--- src/rtl/reg_file_2r1w.sv ---
// Parametrised DEPTH x WIDTH register file with one write port and two registered read ports.
// Entry 0 can be hardwired to zero, and a sequencer clears one entry per cycle on request.
module reg_file_2r1w #(
    parameter int WIDTH     = 32,
    parameter int DEPTH     = 32,
    parameter bit ZERO_REG0 = 1'b1,
    parameter bit BYPASS    = 1'b1,
    localparam int ADDR_W   = (DEPTH > 1) ? $clog2(DEPTH) : 1
) (
    input  logic              CLK,
    input  logic              reset,
    input  logic              we,
    input  logic [ADDR_W-1:0] waddr,
    input  logic [WIDTH-1:0]  wdata,
    input  logic              re_a,
    input  logic [ADDR_W-1:0] raddr_a,
    output logic [WIDTH-1:0]  rdata_a,
    output logic              valid_a,
    input  logic              re_b,
    input  logic [ADDR_W-1:0] raddr_b,
    output logic [WIDTH-1:0]  rdata_b,
    output logic              valid_b,
    input  logic              clr,
    output logic              busy
);

    typedef enum logic {ST_IDLE = 1'b0, ST_CLEAR = 1'b1} state_t;

    // One extra bit so DEPTH itself is representable when DEPTH is a power of two.
    localparam logic [ADDR_W:0]   DEPTH_EXT = (ADDR_W + 1)'(DEPTH);
    localparam logic [ADDR_W-1:0] LAST_ADDR = ADDR_W'(DEPTH - 1);

    state_t             state_r;
    state_t             state_nxt_s;
    logic [ADDR_W-1:0]  clr_cnt_r;
    logic [ADDR_W-1:0]  clr_cnt_nxt_s;
    logic [WIDTH-1:0]   mem_r [DEPTH];
    logic               wr_accept_s;
    logic               rd_fire_a_s;
    logic               rd_fire_b_s;
    logic [WIDTH-1:0]   rd_val_a_s;
    logic [WIDTH-1:0]   rd_val_b_s;
    logic [WIDTH-1:0]   rdata_a_r;
    logic [WIDTH-1:0]   rdata_b_r;
    logic               valid_a_r;
    logic               valid_b_r;

    function automatic logic addr_in_range(input logic [ADDR_W-1:0] addr);
        return ({1'b0, addr} < DEPTH_EXT);
    endfunction

    function automatic logic addr_backed(input logic [ADDR_W-1:0] addr);
        return addr_in_range(addr) && !(ZERO_REG0 && (addr == '0));
    endfunction

    // Port-level qualifiers: nothing is accepted while the clear runs or is being requested.
    always_comb begin
        wr_accept_s = (state_r == ST_IDLE) && !clr && we && addr_backed(waddr);
        rd_fire_a_s = (state_r == ST_IDLE) && !clr && re_a;
        rd_fire_b_s = (state_r == ST_IDLE) && !clr && re_b;
    end

    // Read value for port A, including same-edge forwarding of an accepted write.
    always_comb begin
        rd_val_a_s = '0;
        if (!addr_backed(raddr_a)) begin
            rd_val_a_s = '0;
        end else if (BYPASS && wr_accept_s && (waddr == raddr_a)) begin
            rd_val_a_s = wdata;
        end else begin
            rd_val_a_s = mem_r[raddr_a];
        end
    end

    // Read value for port B, identical rules to port A.
    always_comb begin
        rd_val_b_s = '0;
        if (!addr_backed(raddr_b)) begin
            rd_val_b_s = '0;
        end else if (BYPASS && wr_accept_s && (waddr == raddr_b)) begin
            rd_val_b_s = wdata;
        end else begin
            rd_val_b_s = mem_r[raddr_b];
        end
    end

    // Clear sequencer next-state: one entry per cycle, leaving on the last entry.
    always_comb begin
        state_nxt_s   = state_r;
        clr_cnt_nxt_s = clr_cnt_r;
        case (state_r)
            ST_IDLE: begin
                if (clr) begin
                    state_nxt_s   = ST_CLEAR;
                    clr_cnt_nxt_s = '0;
                end else begin
                    state_nxt_s   = ST_IDLE;
                end
            end
            ST_CLEAR: begin
                if (clr_cnt_r == LAST_ADDR) begin
                    state_nxt_s   = ST_IDLE;
                    clr_cnt_nxt_s = '0;
                end else begin
                    clr_cnt_nxt_s = clr_cnt_r + ADDR_W'(1);
                end
            end
            default: begin
                state_nxt_s   = ST_IDLE;
                clr_cnt_nxt_s = '0;
            end
        endcase
    end

    // Sequencer state register.
    always_ff @(posedge CLK or posedge reset) begin
        if (reset) begin
            state_r   <= ST_IDLE;
            clr_cnt_r <= '0;
        end else begin
            state_r   <= state_nxt_s;
            clr_cnt_r <= clr_cnt_nxt_s;
        end
    end

    // Storage array: cleared entry by entry during CLEAR, written only when IDLE.
    always_ff @(posedge CLK or posedge reset) begin
        if (reset) begin
            for (int i = 0; i < DEPTH; i++) begin
                mem_r[i] <= '0;
            end
        end else if (state_r == ST_CLEAR) begin
            mem_r[clr_cnt_r] <= '0;
        end else if (wr_accept_s) begin
            mem_r[waddr] <= wdata;
        end else begin
            mem_r[0] <= mem_r[0];
        end
    end

    // Registered read ports; data holds when a port does not fire.
    always_ff @(posedge CLK or posedge reset) begin
        if (reset) begin
            rdata_a_r <= '0;
            rdata_b_r <= '0;
            valid_a_r <= 1'b0;
            valid_b_r <= 1'b0;
        end else begin
            valid_a_r <= rd_fire_a_s;
            valid_b_r <= rd_fire_b_s;
            if (rd_fire_a_s) begin
                rdata_a_r <= rd_val_a_s;
            end
            if (rd_fire_b_s) begin
                rdata_b_r <= rd_val_b_s;
            end
        end
    end

    assign rdata_a = rdata_a_r;
    assign rdata_b = rdata_b_r;
    assign valid_a = valid_a_r;
    assign valid_b = valid_b_r;
    assign busy    = (state_r == ST_CLEAR);

endmodule

--- config.mk ---
export PLATFORM = sky130hd
export DESIGN_NAME = reg_file_2r1w
export DESIGN_NICKNAME = d
export VERILOG_FILES = /design/src/rtl/reg_file_2r1w.sv
export SDC_FILE = /design/constraint.sdc
export NUM_CORES = 2
export LEC_CHECK = 0
export CAP_MARGIN = 20
export CELL_PAD_IN_SITES_DETAIL_PLACEMENT = 1
export CELL_PAD_IN_SITES_GLOBAL_PLACEMENT = 1
export CORE_MARGIN = 2
export CORE_UTILIZATION = 53
export DETAILED_ROUTE_END_ITERATION = 10
export PLACE_DENSITY_LB_ADDON = 0.1
export REMOVE_ABC_BUFFERS = 1
export SLEW_MARGIN = 0
export SYNTH_ARGS = -nofsm -noshare
export SYNTH_HDL_FRONTEND = slang
export SYNTH_SLANG_ARGS = --single-unit
--- constraint.sdc ---
create_clock -name CLK -period 43.8 [get_ports CLK]
set_input_delay 4.38 -clock CLK [delete_from_list [all_inputs] [get_ports CLK]]
set_output_delay 4.38 -clock CLK [all_outputs]
set_load 0.03 [all_outputs]
Word level (Yosys, flattened, before mapping). Index checks and enable logic that the tools add are counted.

Bits in registers: 1096. Bits of input ports: 53. Word-level logic and storage cells: 95. Output and inout bits: 67.

Add/sub/neg operators: 1. Mux-type cells: 24. Bitwise logic cells: 7. $lt $le $gt $ge: 6. Reductions and logical operators: 15. Equality and inequality tests: 4.

Operators by type and width (count): bitwise AND 1024 bit (1); bitwise mux 1024 bit (1); 2-to-1 mux 1024 bit (1); NOT 1024 bit (1); 2-to-1 mux 992 bit (1); 2-to-1 mux 32 bit (11); binary-select mux 32 bit (select 5 bit) (2); demux 32 bit (select 5 bit) (2); >= comparator 6 bit, second input constant (4); NOT 5 -> 6 bit (4); zero test 5 bit (3); less-than comparator 6 x 1 -> 1 bit, second input constant (2); == test 5 bit (2); 2-to-1 mux 5 bit (2); case mux 5 bit (2 select lines) (1); logical AND 1 bit (9); adder 5 x 1 -> 5 bit, second input constant (1); == test 5 bit, second input constant (1); zero test 1 bit (2); 2-to-1 mux 1 bit (2); != test 2 bit, second input constant (1); case mux 1 bit (2 select lines) (1); nonzero test 2 bit (1); NOT 1 bit (1).

Logic depth before layout (Yosys ltp).
Depth after elaboration: 8. Gate-level depth with buffers: 9.

Least setup slack after synthesis. No wires, ideal clock.

Path type: input port to flip-flop. Start point: input raddr_b[0]. End point: register rdata_b_r[20], in the netlist rdata_b[20]. Path slack: 37500 ps. Stages: 6. Path buffers: 2. Arrival time: 6174 ps. Path through: buf_2 buf_1 mux4_2 a22oi_1 nand2_1 a221o_1.

Longest elaborated chain between the ends: 6. Elaborated cells on any way between the ends: 9. Those cells by class: eq/ne (1); mux (5); bitwise (1); reduce/logical (2).

Ends and longest elaborated chain: from (decl) (RTL line 20) `input logic [ADDR_W-1:0] raddr_b,`; NOT 5 -> 6 bit (implied by the code) (RTL line 83) `rd_val_b_s = mem_r[raddr_b];`; binary-select mux 32 bit (select 5 bit) (RTL line 83); 2-to-1 mux 32 bit (implied by the code) (2 in series) (RTL line 83); 2-to-1 mux 32 bit (RTL line 80) `end else if (BYPASS && wr_accept_s && (waddr == raddr_b)) begin`; 2-to-1 mux 32 bit * (RTL line 78) `if (!addr_backed(raddr_b)) begin`; to (signal assigned) (RTL line 155) `rdata_b_r <= rd_val_b_s;`; to (decl) (RTL line 44) `logic [WIDTH-1:0] rdata_b_r;`.

Every way passes the cells marked *; elsewhere a longest branch is shown, timed or not. The select of a mux whose other input is x is not followed. A chain may end at the register's enable or synchronous reset.

Worst setup path in the final report.
Start point: input raddr_a[0]. End point: register rdata_a_r[31], in the netlist rdata_a[31].

Longest elaborated chain between the ends: 6. Elaborated cells on any way between the ends: 9. Those cells by class: eq/ne (1); mux (5); bitwise (1); reduce/logical (2).

Ends and longest elaborated chain: from (decl) (RTL line 16) `input logic [ADDR_W-1:0] raddr_a,`; NOT 5 -> 6 bit (implied by the code) (RTL line 71) `rd_val_a_s = mem_r[raddr_a];`; binary-select mux 32 bit (select 5 bit) (RTL line 71); 2-to-1 mux 32 bit (implied by the code) (2 in series) (RTL line 71); 2-to-1 mux 32 bit (RTL line 68) `end else if (BYPASS && wr_accept_s && (waddr == raddr_a)) begin`; 2-to-1 mux 32 bit * (RTL line 66) `if (!addr_backed(raddr_a)) begin`; to (signal assigned) (RTL line 152) `rdata_a_r <= rd_val_a_s;`; to (decl) (RTL line 43) `logic [WIDTH-1:0] rdata_a_r;`.

Marks and branches as above.

==> results.md <==
- WHS Endpoint: mem_r[1023]
- Syn_area_per_cell: 13.4 sq um
- Finished Layout Cells: 5439
- Setup bufs post-CTS: 0
- Placed cells: 5219
- Slew @ Worst Pin: 1.15 ns
- WL/cell: 41.7 um
- Skew final: 0.0314 ns
- Share of layout cells above drive strength 1: 20.5%
- Final Cell Area: 62000 sq um
- Setup violators final: 0
- R2R cell count: 7
- Final Hold Viols: 0
- # resized after CTS: 0
- Seq pwr share: 42.3%
- Pint: 0.00185 W
- Hold_sp: mem_r[1023]
- Largest net degree at the start of global routing: 186
- FILL cells: 9536
- TritonCTS clock tree: done
- Antenna-violating nets left: 0
- Initial core utilization: 53.4%
- Min-delay worst type: reg -> reg
- First-pass GRT wire length: 334000 um
- Sequential area share after synthesis: 49.6%
- Maximum net fanout on the critical path: 61
- Combinational fraction of design power: 17.2%
- Hpwl dp: 122000 um
- Max Freq: 131 MHz
- Vias in the first global route: 47600
- Switching Share: 30.4%
- DR vias/cell: 8.15
- Crit path time final: 7.65 ns
- Post-CTS Hold Fix Bufs: 0
- Cell row count: 118
- Final worst-path cycle share: 17.5%
- Core ar.: 103000 sq um
- Max cap viols: 0
- Pwr Density: 42.7 nW/um^2
- Number of CTS-inserted buffers: 118
- Total global routing overflow: 0
- EDFF count, synth: 0
- Crit. End Element: register
- Yosys reg bits: 1096
- Gr usage total: 42.6%
- Synth Flop Type: dfrtp_1
- FFs w/ async S/R, synth: 100%
- Mapped cell area: 55300 sq um
- WP data required: 44.46 ns
- Via Count: 44300
- Clock transition at the registers of the reported paths: 0.06 ns
- Drt pass-1 iters: 5
- Final WS setup: 36.15 ns
- Final #Nets: 4019
- RSZ-0062 raised after global routing: false
- Crit Path Class: in -> reg
- Leakage: 27.4 nW
- Buffers on Ports: 119
- I/O pins: 120
- Worst EP arrival: 8.32 ns
- Setup TNS: 0 ns
- Most common cell after layout, fill and taps aside: dfrtp_1
- Dpl ws: 35.41 ns
- DR iter-0 viols: 6097
- Worst slew margin: 22.9%
- Area grow syn2layout: 12.3%
- R2r endpoint: mem_r[803]
- DRC Markers: 0
- Sw power: 0.000805 W
- Die width: 327 um
- Status: completed
- Hold Path Depth: 1
- Initial antenna violation count: 7
- Latest clock arrival within the worst-skew pair: 0.73 ns
- Final wirelength: 227000 um
- Gate Count Post-Synth: 4115
- YS warnings: 0
- R2r setup slk: 40.08 ns
- Placed cell areas: 57800 sq um
- Die Ht: 327 um
- Gp weighted congestion: 0.886
- Die ar.: 107000 sq um
- Root Buffer Master: clkbuf_16
- Post-synthesis cell type count: 45
- Commonest non-fill, non-tap cells in the layout: 1096 x dfrtp_1, 1057 x a22o_1, 384 x mux4_2
- Slew Viols, Final: 0
- CTS H-tree lvls: 3
- Reg-to-reg critical path startpoint: busy
- Worst IR Drop VDD: 0.0300 mV
- Clock Sinks: 1096
- Longest Clk Path Bufs: 3
- Hold_ws: 0.513 ns
- Startpoint Class: primary input
- Power share of the clock group: 40.5%
## layout make-up
cell class | count | area, sq um | area share [%]
diodes | 1 | 2.50 | 0.00403
clock buffers | 179 | 3620 | 5.83
clock inverters | 38 | 529 | 0.853
inverters | 8 | 37.5 | 0.0605
multi-input cells | 2461 | 26300 | 42.3
flip-flops and latches | 1096 | 27400 | 44.2
well taps | 1380 | 1730 | 2.78
repair buffers | 276 | 2450 | 3.94
## cells by family (layout without fill, tap and decap cells)
logic type | count (synthesis) | count (layout) | share of synthesized area, %
fa+ha+maj | 5 | 5 | 0.113
simple gates | 223 | 223 | 2.09
compound gates | 1583 | 1583 | 23.7
buf+inv | 558 | 501 | 4.08
flops | 1096 | 1096 | 49.6
other cells | 0 | 1 | 0
xor+xnor | 10 | 10 | 0.158
mux | 640 | 640 | 20.3
## cell usage after synthesis, types with 6 or more instances
master	count	area, sq um
a21oi_1	97	485
a221o_1	31	310
a221oi_1	128	1120
a22o_1	1057	9260
a22oi_1	192	1440
and2_1	40	250
buf_1	25	93.8
buf_2	103	515
clkbuf_1	418	1570
dfrtp_1	1096	27400
inv_1	7	26.3
mux2i_1	256	2560
mux4_2	384	8650
nand2_1	74	278
nor2_1	40	150
nor2b_1	6	37.5
o21ai_0	69	345
or3_1	32	200
xnor2_1	10	87.6
## metrics by stage
stage / utilization (%) / power, W
2_1_floorplan: - / 0.00132
3_3_place_gp: 55.9 / 0.00156
3_5_place_dp: 55.9 / 0.00158
4_1_cts: 59.9 / 0.00264
5_1_grt: 59.9 / 0.00271
6_report: 59.9 / 0.00265
## state kept, by name, indices dropped and copies added, names as in the netlist
name and cells:
rdata_b 32, valid_b 1, clr_cnt_r 5, valid_a 1
rdata_a 32, mem_r 1024, busy 1
## layer usage
layer / GRT usage [%] / wire [um] / vias up
met4: 22.7 / 13400 / 12
met5: 0 / 72 / -
met2: 62.8 / 100000 / 3586
met3: 15.1 / 31600 / 936
met1: 55.6 / 81800 / 23400
li1: - / - / 16400
## worst max path at each step
stage                from          end  slack, ns  cells after the start
2_1_floorplan       reset         busy       8.56                      1
6_report       raddr_a[0]  rdata_a[31]      36.15                      8
3_5_place_dp        reset   mem_r[328]      35.41                      5
3_3_place_gp   raddr_a[0]   rdata_a[3]      35.48                      7
5_1_grt             reset   mem_r[293]      35.84                      5
4_1_cts             reset   mem_r[264]      36.18                      5
## worst max-delay path: stages
cell and delay (ns):
buf_8 0.49, buf_4 0.83, buf_4 0.80, mux2i_1 0.20, a221oi_1 0.48, o21ai_0 0.14, a21oi_1 0.66, or3_1 0.21
## power groups by stage
stage	clock network [W]	registers, W	logic [W]
CTS	0.00108	0.00112	0.000445
floorplan	0	0.00114	0.000176
finish	0.00107	0.00112	0.000457
global route	0.00112	0.00112	0.000468
global placement	0	0.00113	0.000431
detailed placement	0	0.00113	0.000443
Note: power is estimated with default switching activity, not from simulation.
